$ cat config.mk
export PLATFORM = sky130hd
export DESIGN_NAME = spi_transfer_controller
export DESIGN_NICKNAME = d
export VERILOG_FILES = /design/src/rtl/spi_transfer_controller.sv
export SDC_FILE = /design/constraint.sdc
export NUM_CORES = 1
export LEC_CHECK = 0
export ABC_AREA = 1
export BUFFER_PORTS_ARGS = -buffer_cell sky130_fd_sc_hd__buf_4
export CAP_MARGIN = 10
export CORE_UTILIZATION = 55
export CTS_CLUSTER_SIZE = 28
export DETAILED_ROUTE_END_ITERATION = 10
export HOLD_SLACK_MARGIN = 0.02
export PLACE_DENSITY = 0.87
export SYNTH_ARGS = -nofsm -noshare
export SYNTH_HDL_FRONTEND = slang
export SYNTH_SLANG_ARGS = --single-unit
$ cat constraint.sdc
create_clock -name i_clk -period 3.55 [get_ports i_clk]
set_input_delay 0.355 -clock i_clk [delete_from_list [all_inputs] [get_ports i_clk]]
set_output_delay 0.355 -clock i_clk [all_outputs]
set_load 0.05 [all_outputs]
$ cat src/rtl/spi_transfer_controller.sv
// SPI mode-0 byte transfer controller driving an external 8-bit shift register.
// A byte is loaded into the shift register, shifted out MSB first with one
// strobe per SCLK rising edge, and the shift register's parallel output is
// captured when the byte completes.
// Optional feature: define SPI_CTRL_BURST_EN to chain bytes back-to-back
// while chip select stays asserted (a request accepted during CAPTURE skips SETUP).
module spi_transfer_controller #(
  parameter int CLK_DIV = 4
) (
  input  logic       i_clk,
  input  logic       i_rst,
  input  logic       i_start,
  input  logic [7:0] i_tx_data,
  output logic       o_ready,
  output logic [7:0] o_rx_data,
  output logic       o_rx_valid,
  output logic       o_sclk,
  output logic       o_cs_n,
  output logic [1:0] o_sr_mode,
  output logic [7:0] o_sr_parallel,
  output logic       o_sr_slow_clk,
  output logic       o_sr_output_enable_n,
  input  logic [7:0] i_sr_parallel
);

  typedef enum logic [2:0] {
    IDLE,
    LOAD,
    SETUP,
    SHIFT,
    TAIL,
    CAPTURE
  } state_t;

  localparam logic [7:0] DIV_LAST = 8'(CLK_DIV - 1);
  localparam logic [1:0] SR_HOLD  = 2'b00;
  localparam logic [1:0] SR_SHIFT = 2'b10;
  localparam logic [1:0] SR_LOAD  = 2'b11;

  state_t     state;
  logic [7:0] div_cnt;
  logic [2:0] bit_cnt;
  logic [7:0] tx_byte;
`ifdef SPI_CTRL_BURST_EN
  logic       burst_q;
`endif

  assign o_sr_parallel = tx_byte;

  // Latch the outgoing byte whenever a request is accepted.
  always_ff @(posedge i_clk) begin
    if (i_start && o_ready) begin
      tx_byte <= i_tx_data;
    end
  end

  // Transfer sequencer; every output is registered and set for the state being entered.
  always_ff @(posedge i_clk) begin
    if (i_rst) begin
      state                <= IDLE;
      div_cnt              <= 8'd0;
      bit_cnt              <= 3'd0;
      o_ready              <= 1'b1;
      o_rx_data            <= 8'h00;
      o_rx_valid           <= 1'b0;
      o_sclk               <= 1'b0;
      o_cs_n               <= 1'b1;
      o_sr_mode            <= SR_HOLD;
      o_sr_slow_clk        <= 1'b0;
      o_sr_output_enable_n <= 1'b1;
`ifdef SPI_CTRL_BURST_EN
      burst_q              <= 1'b0;
`endif
    end else begin
      o_rx_valid    <= 1'b0;
      o_sr_slow_clk <= 1'b0;
      case (state)
        IDLE: begin
          if (i_start) begin
            state     <= LOAD;
            o_ready   <= 1'b0;
            o_sr_mode <= SR_LOAD;
`ifdef SPI_CTRL_BURST_EN
            burst_q   <= 1'b0;
`endif
          end
        end

        LOAD: begin
          o_sr_mode <= SR_HOLD;
          o_cs_n    <= 1'b0;
          div_cnt   <= 8'd0;
          bit_cnt   <= 3'd0;
`ifdef SPI_CTRL_BURST_EN
          // A chained byte already has CS asserted, so no setup time is needed.
          state     <= burst_q ? SHIFT : SETUP;
`else
          state     <= SETUP;
`endif
        end

        SETUP: begin
          if (div_cnt == DIV_LAST) begin
            div_cnt <= 8'd0;
            state   <= SHIFT;
          end else begin
            div_cnt <= div_cnt + 8'd1;
          end
        end

        SHIFT: begin
          o_sr_mode <= SR_HOLD;
          if (div_cnt == DIV_LAST) begin
            div_cnt <= 8'd0;
            if (!o_sclk) begin
              // Rising SCLK: shift strobe lasts only the first high cycle.
              o_sclk        <= 1'b1;
              o_sr_mode     <= SR_SHIFT;
              o_sr_slow_clk <= 1'b1;
            end else begin
              o_sclk  <= 1'b0;
              bit_cnt <= bit_cnt + 3'd1;
              if (bit_cnt == 3'd7) begin
                state <= TAIL;
              end
            end
          end else begin
            div_cnt <= div_cnt + 8'd1;
          end
        end

        TAIL: begin
          if (div_cnt == DIV_LAST) begin
            div_cnt              <= 8'd0;
            state                <= CAPTURE;
            o_sr_output_enable_n <= 1'b0;
`ifdef SPI_CTRL_BURST_EN
            o_ready              <= 1'b1;
`endif
          end else begin
            div_cnt <= div_cnt + 8'd1;
          end
        end

        CAPTURE: begin
          o_sr_output_enable_n <= 1'b1;
          o_rx_data            <= i_sr_parallel;
          o_rx_valid           <= 1'b1;
`ifdef SPI_CTRL_BURST_EN
          if (i_start) begin
            state     <= LOAD;
            o_ready   <= 1'b0;
            o_sr_mode <= SR_LOAD;
            burst_q   <= 1'b1;
          end else begin
            state   <= IDLE;
            o_cs_n  <= 1'b1;
            burst_q <= 1'b0;
          end
`else
          state   <= IDLE;
          o_cs_n  <= 1'b1;
          o_ready <= 1'b1;
`endif
        end

        default: begin
          state   <= IDLE;
          o_ready <= 1'b1;
          o_cs_n  <= 1'b1;
          o_sclk  <= 1'b0;
        end
      endcase
    end
  end

endmodule

==> impl_summary.md <==
Route
The count of nets left with antenna violations once routing finished came out at 0. The pre-antenna-repair detailed-routing pass consisted of 7 iterations. For this run, design rule violations remaining after detail routing come to 8.

For this block, the routed nets add up to about 3.7 mm of wire. The per-cell via count in the routed design is between 5 and 6. Dividing the detail-routed wire length by the instance count gives between 10 and 15 µm. The via count of the routed design is about 1500. The detailed router's first-iteration violation count is a little over 70.

Synthesis
The sequential fraction of the synthesis area is between 50% and 60%. By area the synthesized netlist is led by sky130_fd_sc_hd__dfxtp_1 36%, sky130_fd_sc_hd__edfxtp_1 15%, sky130_fd_sc_hd__nand2_1 8.6%. For this run, the number of Yosys warnings is 0.

In this run, synthesis produced a sequential element count of 38. The synthesized area is approximately 0.0016 mm². In the synthesized netlist the dominant register cell turns out to be sky130_fd_sc_hd__dfxtp_1.

The share of synthesized cell area in full adder, half adder and majority cells is under 10%. The synthesized net count is roughly 210. Synthesis produced around 190 cells. Of the post-synthesis cell area, the dominant cell type holds 36.42%.

Counting instances in the post-synthesis netlist gives the leading cell types as 38 x sky130_fd_sc_hd__nand2_1, 30 x sky130_fd_sc_hd__dfxtp_1, 27 x sky130_fd_sc_hd__nand3_1. The distinct cell type count after synthesis is 27. After synthesis, the largest family of logic cells by area is simple AND/OR/NAND/NOR gates. The post-synthesis mux area share is 0%. The synthesized area per cell is around 8.7 µm². For this run, asynchronously set or reset flops after synthesis account for 0%. The synthesized design spends more area on one cell type than any other, namely sky130_fd_sc_hd__dfxtp_1. Summing the areas of all and, or, nand and nor instances in the mapped netlist gives approximately 29% of the synthesized area. Summing the areas of all xor and xnor instances in the mapped netlist gives less than 1% of the synthesized area. The number of enable flip-flop cells after synthesis is 8.

The post-synthesis compound-gate area fraction is a little under an eighth. The most frequent cell after synthesis is sky130_fd_sc_hd__nand2_1.

Global routing
After global routing the overflow that remains totals 0. The largest net degree at the start of global routing is 13. The number of global-route vias before repair is around 1300. The initial antenna violation count came to 0.

The wire length of the first global-routing pass is 6.023 mm. The total routing resource utilization after global routing is 25.01%.

Final layout
The synthesis-to-finish area growth is 25.72%. The number of antenna diodes in the final layout is 0. After the flow finishes, the layout carries non-filler instances totaling about 270. In the final layout, the share of cells above drive strength 1 is between 20% and 30%. The fraction of the core area covered by cells at the end of the flow is 73.91%. The net count reported at finish is between 200 and 300. The finished cells cover 0.002073 mm².

STA
The transition time of the tightest slew-check pin is just over 0.4 ns. Measured against its own limit, the worst slew margin works out to between 70% and 80%. For the final routed database, the setup TNS stands at 0 ns. The minimum clock period is 1.501 ns.

Derived from the worst setup path, the maximum achievable clock frequency is roughly 670 MHz. The total count of max-transition violations in the final report is 0. Across all setup checks in the final design, the least slack found is around 2.0 ns. The tightest hold path in the finished design has a slack of ~0.17 ns.

Setup repair after global routing left no endpoint under its margin. Across the routed clock network, the largest skew measured is roughly 0.011 ns. In the finished design, the share of the clock period the worst path needs comes to a little over two fifths. Setup violations remaining at the end of the flow were counted as 0. The final hold violation count is 0.

Placement
The estimated wirelength of the detail-placed design is 2.711 mm. The count of port buffers added during placement is 42. Routability-driven placement finished with a final weighted congestion of between 0.9 and 1. Prior to clock tree synthesis, the placed netlist has a worst setup slack of roughly 2.1 ns. The placed instances occupy a cell area of 0.001988 mm².

The instance count after placement with tap cells included is 260.

CTS
The number of gates resized after cts is 0. The TritonCTS sink count is 38. The clock root buffer is sky130_fd_sc_hd__clkbuf_4. After clock tree synthesis, the clock-pin slew on the worst setup and hold paths is approximately 0.12 ns. TritonCTS built the clock tree. The total clock buffers created by CTS is 5. The number of setup buffers added after CTS is 0. The H-tree was split into 2 levels.

The clock insertion delay at the later pin of the skew report is about 0.35 ns. Counting along the longest clock path gives a buffer depth of 2. The post-cts hold buffer count is 0.

Power
Total power for the finished layout comes to ~1.5 mW. The leakage power summed over all cells is roughly 0.93 nW. The power density of the placed cells is roughly 740 mW/mm².

The worst-case vdd ir drop is about 0.53 mV.

Worst setup path
The arrival time reported for the critical path endpoint is ~1.8 ns. In this run the worst path has a maximum fanout of 9. The critical path endpoint category is a flip-flop. For the worst setup path, the data required time is 3.80 ns. The type of origin of the critical path is a flip-flop. The critical path in this run is classified as reg2reg.

Floorplan
The total core area is 0.002805 mm². Measured along the y axis, the die boundary spans roughly 57 µm. The horizontal extent of the die is 56.76 µm. The initialized floorplan defines 19 standard-cell rows.

The starting density of the core is between 50 and 60%. The area enclosed by the die boundary is approximately 0.0032 mm². In this run the count of I/O pins placed on the die edge is 43.

Status
The run finished, with violations left. The checks that failed: DRC.

Flow run
Max-cap violations in this run came to 0.

Worst hold path
The tightest min-delay check is of the in2reg type.
sequential cells by signal, summed over array words and instances, names as in the netlist:
register and cells:
o_sclk 1, div_cnt 8, o_ready 1, o_rx_valid 1, o_sr_parallel 8, o_cs_n 1, o_sr_mode 2, o_rx_data 8
o_sr_output_enable_n 1, state 3, bit_cnt 3, o_sr_slow_clk 1
critical path, stage by stage (launching register included):
cell	delay, ns
sky130_fd_sc_hd__dfxtp_1	0.57
sky130_fd_sc_hd__nor2_2	0.13
sky130_fd_sc_hd__inv_1	0.08
sky130_fd_sc_hd__nand3_1	0.30
sky130_fd_sc_hd__nand3_1	0.23
sky130_fd_sc_hd__a21oi_1	0.09
per-layer routing:
metal | track usage [%] | share of wire [%] | up-vias
met3 | 7.604 | 6.4 | 6
met4 | 10.80 | 1.8 | 0
li1 | - | - | 735
met5 | 0 | 0 | -
met1 | 30.09 | 43 | 684
met2 | 41.33 | 49 | 45
logic make-up (layout without fill, tap and decap cells):
logic type,count (synthesis),after routing
adders and majority gates,3,3
and+or+nand+nor,93,93
DFF,38,38
AOI/OAI and AO/OA,31,31
buffers and inverters,23,71
xor gates and xnor gates,1,1
cell usage in the layout, fill, tap and decap left out:
master                       n
sky130_fd_sc_hd__nand3_1    27
sky130_fd_sc_hd__nand3_4     2
sky130_fd_sc_hd__ha_1        3
sky130_fd_sc_hd__clkinv_1    1
sky130_fd_sc_hd__bufinv_16   1
sky130_fd_sc_hd__nand4_1     2
sky130_fd_sc_hd__o211ai_1    1
sky130_fd_sc_hd__o21bai_1    2
sky130_fd_sc_hd__nand3b_1    1
sky130_fd_sc_hd__edfxtp_1    8
sky130_fd_sc_hd__clkbuf_8    1
sky130_fd_sc_hd__or2_0       1
sky130_fd_sc_hd__inv_4       1
sky130_fd_sc_hd__nor2_4      4
sky130_fd_sc_hd__dfxtp_1    30
sky130_fd_sc_hd__a21oi_1    15
sky130_fd_sc_hd__nor2_1     11
sky130_fd_sc_hd__inv_2       3
sky130_fd_sc_hd__o21ai_0     5
sky130_fd_sc_hd__nand2_2     3
sky130_fd_sc_hd__a22o_1      8
sky130_fd_sc_hd__nand2_4     1
sky130_fd_sc_hd__nand2_1    38
sky130_fd_sc_hd__nor3_1      1
sky130_fd_sc_hd__inv_1      16
sky130_fd_sc_hd__xor2_1      1
sky130_fd_sc_hd__clkbuf_4    5
sky130_fd_sc_hd__clkbuf_1    1
sky130_fd_sc_hd__buf_4      42
sky130_fd_sc_hd__nor2_2      2
path summary, 6_finish.rpt:
| check | startpoint | to | slack (ns) | cells past startpoint |
|---|---|---|---|---|
| setup reg to reg | state[0] | div_cnt[7] | 2.05 | 5 |
| hold / removal | i_tx_data[6] | o_sr_parallel[6] | 0.17 | 1 |
| hold reg to reg | o_sr_output_enable_n | o_sr_output_enable_n | 0.48 | 2 |
| setup / recovery | state[0] | div_cnt[7] | 2.05 | 5 |
area by class of cell:
class                   count  area, µm²
inverters                  21      81.33
multi-input cells         128      711.9
clock inverters             1      30.03
well taps                  31      38.79
fillers                   232      732.0
repair buffers             42      315.3
clock buffers               7      55.05
flip-flops and latches     38      840.8
where the power goes:
group	switching (mW)	internal, mW	leakage, nW
combinational	0.432	0.196	0.565
clock	0.145	0.168	0.0455
sequential	0.0738	0.516	0.321
(Power assumes the default switching activity.)
